===== src/rtl/vga_timing_gen.sv =====
// Parametrised VGA raster timing generator with pixel-clock enable, sync polarity,
// registered sync/DE/strobes and a frame-synchronous pattern/pixel output stage.
module vga_timing_gen #(
    parameter int H_ACTIVE   = 640,
    parameter int H_FP       = 16,
    parameter int H_SYNC     = 96,
    parameter int H_BP       = 48,
    parameter int V_ACTIVE   = 480,
    parameter int V_FP       = 10,
    parameter int V_SYNC     = 2,
    parameter int V_BP       = 33,
    parameter int H_POL      = 0,
    parameter int V_POL      = 0,
    parameter int COLOR_BITS = 4,
    parameter int CLK_DIV    = 1,
    localparam int H_TOTAL   = H_ACTIVE + H_FP + H_SYNC + H_BP,
    localparam int V_TOTAL   = V_ACTIVE + V_FP + V_SYNC + V_BP,
    localparam int HW        = $clog2(H_TOTAL),
    localparam int VW        = $clog2(V_TOTAL),
    localparam int CW        = 3 * COLOR_BITS
) (
    input  logic          clk,
    input  logic          reset,
    input  logic [1:0]    mode,
    input  logic [CW-1:0] pix_in,
    output logic [HW-1:0] x,
    output logic [VW-1:0] y,
    output logic [CW-1:0] rgb,
    output logic          hsync,
    output logic          vsync,
    output logic          de,
    output logic          line_start,
    output logic          frame_start
);

    localparam int DW = (CLK_DIV > 1) ? $clog2(CLK_DIV) : 1;
    localparam logic [HW-1:0] H_LAST = HW'(H_TOTAL - 1);
    localparam logic [VW-1:0] V_LAST = VW'(V_TOTAL - 1);
    localparam logic H_ON = (H_POL != 0);
    localparam logic V_ON = (V_POL != 0);

    logic [DW-1:0] div;
    logic          pe;
    logic [HW-1:0] h;
    logic [VW-1:0] v;
    logic [1:0]    mode_q;
    logic [1:0]    mode_eff;
    logic          at_origin;
    logic          active;
    logic          hs_win;
    logic          vs_win;
    logic [2:0]    bar;
    logic [CW-1:0] pattern;

    generate
        if (CLK_DIV > 1) begin : g_div
            always_ff @(posedge clk) begin
                if (!reset)
                    div <= '0;
                else if (div == DW'(CLK_DIV - 1))
                    div <= '0;
                else
                    div <= div + DW'(1);
            end
        end else begin : g_nodiv
            assign div = '0;
        end
    endgenerate

    assign pe = (div == '0);

    always_ff @(posedge clk) begin
        if (!reset) begin
            h <= '0;
            v <= '0;
        end else if (pe) begin
            if (h == H_LAST) begin
                h <= '0;
                v <= (v == V_LAST) ? '0 : v + VW'(1);
            end else begin
                h <= h + HW'(1);
            end
        end
    end

    assign x = h;
    assign y = v;

    // Windows compared in 32 bits so a sync window ending at H_TOTAL cannot wrap.
    assign at_origin = (h == '0) && (v == '0);
    assign active    = (32'(h) < H_ACTIVE) && (32'(v) < V_ACTIVE);
    assign hs_win    = (32'(h) >= H_ACTIVE + H_FP) && (32'(h) < H_ACTIVE + H_FP + H_SYNC);
    assign vs_win    = (32'(v) >= V_ACTIVE + V_FP) && (32'(v) < V_ACTIVE + V_FP + V_SYNC);
    assign mode_eff  = at_origin ? mode : mode_q;

    always_comb begin
        bar = '0;
        for (int k = 1; k < 8; k++)
            if (32'(h) >= (k * H_ACTIVE) / 8)
                bar = bar + 3'd1;
    end

    always_comb begin
        pattern = '0;
        case (mode_eff)
            2'd0:    pattern = pix_in;
            2'd1:    pattern = (h[3] ^ v[3]) ? '1 : '0;
            2'd2:    pattern = {{COLOR_BITS{bar[2]}}, {COLOR_BITS{bar[1]}}, {COLOR_BITS{bar[0]}}};
            default: pattern = '0;
        endcase
    end

    always_ff @(posedge clk) begin
        if (!reset) begin
            mode_q      <= '0;
            rgb         <= '0;
            de          <= 1'b0;
            hsync       <= ~H_ON;
            vsync       <= ~V_ON;
            line_start  <= 1'b0;
            frame_start <= 1'b0;
        end else begin
            line_start  <= 1'b0;
            frame_start <= 1'b0;
            if (pe) begin
                if (at_origin)
                    mode_q <= mode;
                de          <= active;
                hsync       <= hs_win ? H_ON : ~H_ON;
                vsync       <= vs_win ? V_ON : ~V_ON;
                rgb         <= active ? pattern : '0;
                line_start  <= (h == '0);
                frame_start <= at_origin;
            end
        end
    end

endmodule


===== config.mk =====
export PLATFORM = sky130hd
export DESIGN_NAME = vga_timing_gen
export DESIGN_NICKNAME = d
export VERILOG_FILES = /design/src/rtl/vga_timing_gen.sv
export SDC_FILE = /design/constraint.sdc
export NUM_CORES = 1
export LEC_CHECK = 0
export CAP_MARGIN = 20
export CORE_ASPECT_RATIO = 0.6
export CORE_MARGIN = 2
export CORE_UTILIZATION = 45
export CTS_CLUSTER_DIAMETER = 30
export DETAILED_ROUTE_END_ITERATION = 16
export PLACE_DENSITY = 0.77
export SKIP_LAST_GASP = 1
export SLEW_MARGIN = 15
export SYNTH_ARGS = -nofsm -noshare
export SYNTH_HDL_FRONTEND = slang
export SYNTH_SLANG_ARGS = --single-unit

===== constraint.sdc =====
create_clock -name clk -period 4 [get_ports clk]
set_clock_uncertainty 0.15 [all_clocks]
set_input_delay 1 -clock clk [delete_from_list [all_inputs] [get_ports clk]]
set_output_delay 1 -clock clk [all_outputs]
set_load 0.05 [all_outputs]

# == After elaboration in Yosys (flattened, before gate mapping) ==
# Cells that the tools add are included.
# totals
ff_bits,39
inputBits,16
output_inout_bits,37
# classes
add_sub_neg,8
order_cmp,13
eq_ne,4
mux,13
bitwise_logic,2
reduce_logical,9
# op_table
cell,count
"10-bit by 9-bit >= comparator with 1-bit output, second input constant",4
12-bit case mux with 3 select lines,1
"10-bit by 1-bit adder with 10-bit output, second input constant",2
"10-bit == test, second input constant",2
"10-bit >= comparator, second input constant",2
"10-bit by 8-bit >= comparator with 1-bit output, second input constant",2
10-bit logical NOT,2
"10-bit < comparator, second input constant",2
"10-bit by 9-bit < comparator with 1-bit output, second input constant",2
"3-bit by 1-bit adder with 3-bit output, second input constant",6
3-bit two-way mux,6
12-bit two-way mux,1
"10-bit by 7-bit >= comparator with 1-bit output, second input constant",1
10-bit two-way mux,1
1-bit logical AND,4
1-bit two-way mux,3
"2-bit by 1-bit == test with 1-bit output, second input constant",1
"2-bit == test, second input constant",1
2-bit logical NOT,1
2-bit two-way mux,1
2-bit AND reduction,1
2-bit OR reduction,1
1-bit NOT,1
1-bit XOR,1

# == Logic depth before layout (Yosys ltp) ==
# Gate-level depths: netlist of the first run.
# logic_depth
word_depth,15
ltp_mapped,23

# == Least setup slack after synthesis of the first run ==
# Ideal clock, no wire load.
# synth_timing
kind,register to register
from,"register h[8], in the netlist x[8]"
to,register rgb[10]
setup_time_ps,114
t_arrival_ps,4052
setup_slack_ps,-316
stages_incl_launch_ff,22
period_less_slack_ps,4316
cell_sequence,dfxtp_1 buf_2 clkbuf_1 nor3_1 nand2_1 ha_1 xor2_1 ha_1 a21oi_1 a41oi_1 ha_1 o21ai_0 nand2_1 ha_1 nand2b_1 nand3_1 ha_1 o311ai_0 mux2i_1 xnor2_1 o22ai_1 a21o_1
# synth_between
elab_chain_cells,15
word_cells_on_any_way,30
# synth_lines
element,line,rtl
from (decl),44,logic [HW-1:0] h;
from (signal assigned),81,h <= h + HW'(1);
10-bit by 7-bit >= comparator with 1-bit output,99,if (32'(h) >= (k * H_ACTIVE) / 8)
1-bit two-way mux,99,
3-bit by 1-bit adder with 3-bit output,100,bar = bar + 3'd1;
3-bit two-way mux,99,
3-bit by 1-bit adder with 3-bit output,100,
3-bit two-way mux,99,
3-bit by 1-bit adder with 3-bit output,100,
3-bit two-way mux,99,
3-bit by 1-bit adder with 3-bit output,100,
3-bit two-way mux,99,
3-bit by 1-bit adder with 3-bit output,100,
3-bit two-way mux,99,
3-bit by 1-bit adder with 3-bit output,100,
3-bit two-way mux,99,
12-bit case mux with 3 select lines,105,case (mode_eff)
to (signal assigned),131,rgb <= active ? pattern : '0;
to (decl),28,"output logic [CW-1:0] rgb,"
# Several ways; a longest one is shown, not always the timed one.
# A chain may end at the register's enable or synchronous reset.

# == Worst setup path after layout of the first run ==
# layout_timing
from,"register h[9], in the netlist x[9]"
to,register rgb[10]
# Same word-level chain as after synthesis.

==> flow_summary.ini, run 1 <==
[clocking]
clk_pin_slew_ns = 0.07
clockBufferDepth = 2
clock-sinks = 39
cts_tree = yes
cts.htree.levels = 2
root_buffer = clkbuf_8
numCtsBuffers = 5
ctsHoldBuffers = 0
clk_latency_ns = 0.29

[power]
irDropWorstVdd_mv = 0.1932
clockPowerShare_pct = 40.9
power_switching_share_pct = 24.70
intPower_w = 0.0007097
p_leak_nw = 1.282
sequentialPowerShare_pct = 43.6
p_switching_w = 0.0002328
power.density_mw_per_mm2 = 313.2
total_power_w = 0.0009425
comb_power_share_pct = 15.5

[floorplan]
start_util_pct = 47.21
fp.dieW_um = 94.03
die-area_mm2 = 0.005455
dieHeight_um = 58.02
rows = 19
design.core.area_mm2 = 0.004636
ios = 53

[setup_path]
timing.rr.end = rgb[10]$_SDFF_PN0_
arrival_ns = 3.82
path_cells = nor3_4 > nand2_2 > ha_4 > xor2_1 > ha_1 > a21oi_2 > a41oi_2 > ha_1 > o21ai_1 > nand2_1 > ha_1 > nand2b_1 > nand3_1 > ha_2 > o311ai_2 > mux2i_1 > xnor2_1 > o22ai_2 > a21o_1
endpoint_kind = flop
r2r-start = x[9]$_SDFF_PP0_
cp.required_ns = 4.04
rrSetupSlack_ns = 0.22
critical_path_peak_fanout = 5
crit_type = flop to flop
critPathLaunchType = flop
cpMostUsedCell = ha_1
crit_path_top_delay_cell = dfxtp_4
max_stage_delay_ns = 0.37
reg2regPathDepth = 19
critPathBufInv = 0
critPathTopFamily = adder cells

[sta]
tns_ns = 0
min_period_ns = 3.785
layout_setup_ws_ns = 0.2155
drv_slew = 0
fmax_mhz = 264.2
finalSetupViolCount = 0
whs_ns = 0.3380
relSlewSlack_pct = 57.31
hold_violations = 0
worst_pin_slew_ns = 0.6361
finalCritPeriodShare_pct = 94.61

[placed_design]
numPortBuffers = 52
pre_cts_ws_ns = 0.08682
hpwl_um = 4055
place_congestion = 0.8053

[route]
avgViaCountPerCell = 5.413
vias = 2057
drc_errors = 0
wl_per_cell_um = 14.52
dr.pass1.iters = 4
routed_wl_um = 5516
ant_nets = 0
drt_iter0_markers = 122

[yosys]
async_reset_ff_share_pct = 0
syn_inst = 261
synth_cell_types = 47
synth_top_area_cell = dfxtp_1
ys_top_cells_by_area = dfxtp_1, ha_1, xor2_1
synth.top_cell.area_share_pct = 35.68
syn_area_per_cell_um2 = 8.384
netlist_area_mm2 = 0.002188
ys_ff_latch = 39
synth_fp_nets = 287
yosysSeqAreaShare_pct = 35.68
ys_warn_count = 0
synth-main-ff-cell = dfxtp_1
synth_edf_count = 0

[layout]
nets = 342
utilization_pct = 64.91
mostFrequentLayoutCell = clkdlybuf4s50_1
area_growth_pct = 37.51
layout-drive-gt1-share_pct = 12.62
mostFrequentLayoutCells = clkdlybuf4s50_1, dfxtp_1, nand2_1
diodes = 0
fillCellCount = 388

[hold_path]
holdPathEnd = x[0]$_SDFF_PP0_
hold_class = flop to flop
hold_path_depth = 1
min_from = x[0]$_SDFF_PP0_

[job]
max_cap_viol_count = 0

[grt]
overflow = 0
grt_usage_pct = 20.64
grt_pass1_wl_um = 8832
grt_start_max_net_pins = 18
antenna_found_initial = 0
grt_pass1_vias = 1837

[outcome]
status = completed
## flip-flops by register name, indices dropped and copies added (netlist names)
register / cells
mode_q: 2
line_start: 1
vsync: 1
y: 10
hsync: 1
frame_start: 1
de: 1
x: 10
rgb: 12
## worst register-to-register path, delay by kind of cell, from the launching register on
| kind | cells | cell delay (ns) |
|---|---|---|
| adder cells (fa/ha/maj) | 5 | 1.37 |
| multiplexers | 1 | 0.27 |
| XOR/XNOR | 2 | 0.31 |
| AND/OR/NAND/NOR | 5 | 0.54 |
| flip-flops | 1 | 0.37 |
| AO/OA/AOI/OAI | 6 | 0.67 |
## stage by stage
step	cell area (um2)	cells
floorplan	2218	261
global placement	2793	370
detailed placement	2793	370
CTS	2925	378
global route	3009	380
finish	3009	380
## area by class of cell
cell class,instances,area [um2],share of cell area [%]
well taps,63,78.83,2.620
clock buffers,6,72.57,2.412
multi-input cells,199,1370,45.53
repair buffers,62,599.3,19.92
inverters,9,33.78,1.123
clock inverters,2,60.06,1.996
flip-flops and latches,39,794.5,26.40
## routing by layer
metal / up-vias / part of all wire, % / GRT usage, %
met5: - / 0 / 0
met2: 64 / 39 / 30.10
met4: 0 / 0.89 / 4.348
met1: 952 / 53 / 31.06
li1: 1032 / - / -
met3: 9 / 6.1 / 5.072
## power by group through the flow
stage	Combinational [W]	Sequential, W	Clock [W]
CTS	0.000146	0.000413	0.000394
global placement	0.000144	0.000422	0
detailed placement	0.000145	0.000422	0
global route	0.000155	0.000413	0.000415
finish	0.000146	0.000411	0.000385
floorplan	0.0000442	0.000471	0
## synthesized netlist by cell type, types with 2 or more instances
master and count:
a21boi_0 4, a21o_1 9, a21oi_1 13, a41oi_1 2, and2_1 6, and3_1 10
and4b_1 2, buf_2 4, buf_6 3, clkbuf_1 5, dfxtp_1 39, ha_1 10
inv_1 9, nand2_1 26, nand2b_1 4, nand3_1 10, nand4_1 8, nor2_1 24
nor2b_1 3, nor3_1 3, nor4_1 3, nor4b_1 2, o21ai_0 12, o21ai_1 3
o22ai_1 2, o311a_1 2, o311ai_0 2, or2_2 2, or3_1 4, xnor2_1 7
xor2_1 12
## cells by family (layout without fill, tap and decap cells)
family	count (synthesis)	in the layout	share of synthesized area [%]
multiplexers	2	2	1.143
adder cells (fa/ha/maj)	10	10	5.718
AO/OA/AOI/OAI	54	54	16.30
buffers and inverters	23	79	5.260
XOR/XNOR	20	20	8.633
flip-flops	39	39	35.68
AND/OR/NAND/NOR	113	113	27.27
## worst max path at each step
stage	from	to	cells after the start
after global placement	x[6]$_SDFF_PP0_	rgb[10]$_SDFF_PN0_	17
final	x[9]$_SDFF_PP0_	rgb[10]$_SDFF_PN0_	19
after floorplan	x[4]$_SDFF_PP0_	rgb[10]$_SDFF_PN0_	22
after global routing	x[9]$_SDFF_PP0_	rgb[10]$_SDFF_PN0_	19
after CTS	x[8]$_SDFF_PP0_	rgb[10]$_SDFF_PN0_	19
after detailed placement	x[8]$_SDFF_PP0_	rgb[10]$_SDFF_PN0_	19
## repair_timing
item                                    in CTS  in global routing
endpoints found under the setup margin       0                  4
gates resized for setup                      0                 20
buffers inserted                             0                  2
(Power assumes the default switching activity.)
==> run 2: changes to the inputs <==
--- a/config.mk
+++ b/config.mk
@@ -5,7 +5,6 @@
 export SDC_FILE = /design/constraint.sdc
 export NUM_CORES = 1
 export LEC_CHECK = 0
-export CAP_MARGIN = 20
 export CORE_ASPECT_RATIO = 0.6
 export CORE_MARGIN = 2
 export CORE_UTILIZATION = 45
@@ -13,7 +12,6 @@
 export DETAILED_ROUTE_END_ITERATION = 16
 export PLACE_DENSITY = 0.77
 export SKIP_LAST_GASP = 1
-export SLEW_MARGIN = 15
 export SYNTH_ARGS = -nofsm -noshare
 export SYNTH_HDL_FRONTEND = slang
 export SYNTH_SLANG_ARGS = --single-unit
==> results of run 2 <==
Same layout as run 1: the final DEF is identical, and so are final timing and power.
==> run 3: changes to the inputs <==
--- a/config.mk
+++ b/config.mk
@@ -5,6 +5,7 @@
 export SDC_FILE = /design/constraint.sdc
 export NUM_CORES = 1
 export LEC_CHECK = 0
+export CAP_MARGIN = 20
 export CORE_ASPECT_RATIO = 0.6
 export CORE_MARGIN = 2
 export CORE_UTILIZATION = 45
@@ -12,6 +13,7 @@
 export DETAILED_ROUTE_END_ITERATION = 16
 export PLACE_DENSITY = 0.77
 export SKIP_LAST_GASP = 1
+export SLEW_MARGIN = 40
 export SYNTH_ARGS = -nofsm -noshare
 export SYNTH_HDL_FRONTEND = slang
 export SYNTH_SLANG_ARGS = --single-unit
==> results of run 3 <==
Same layout as run 1: the final DEF is identical, and so are final timing and power.
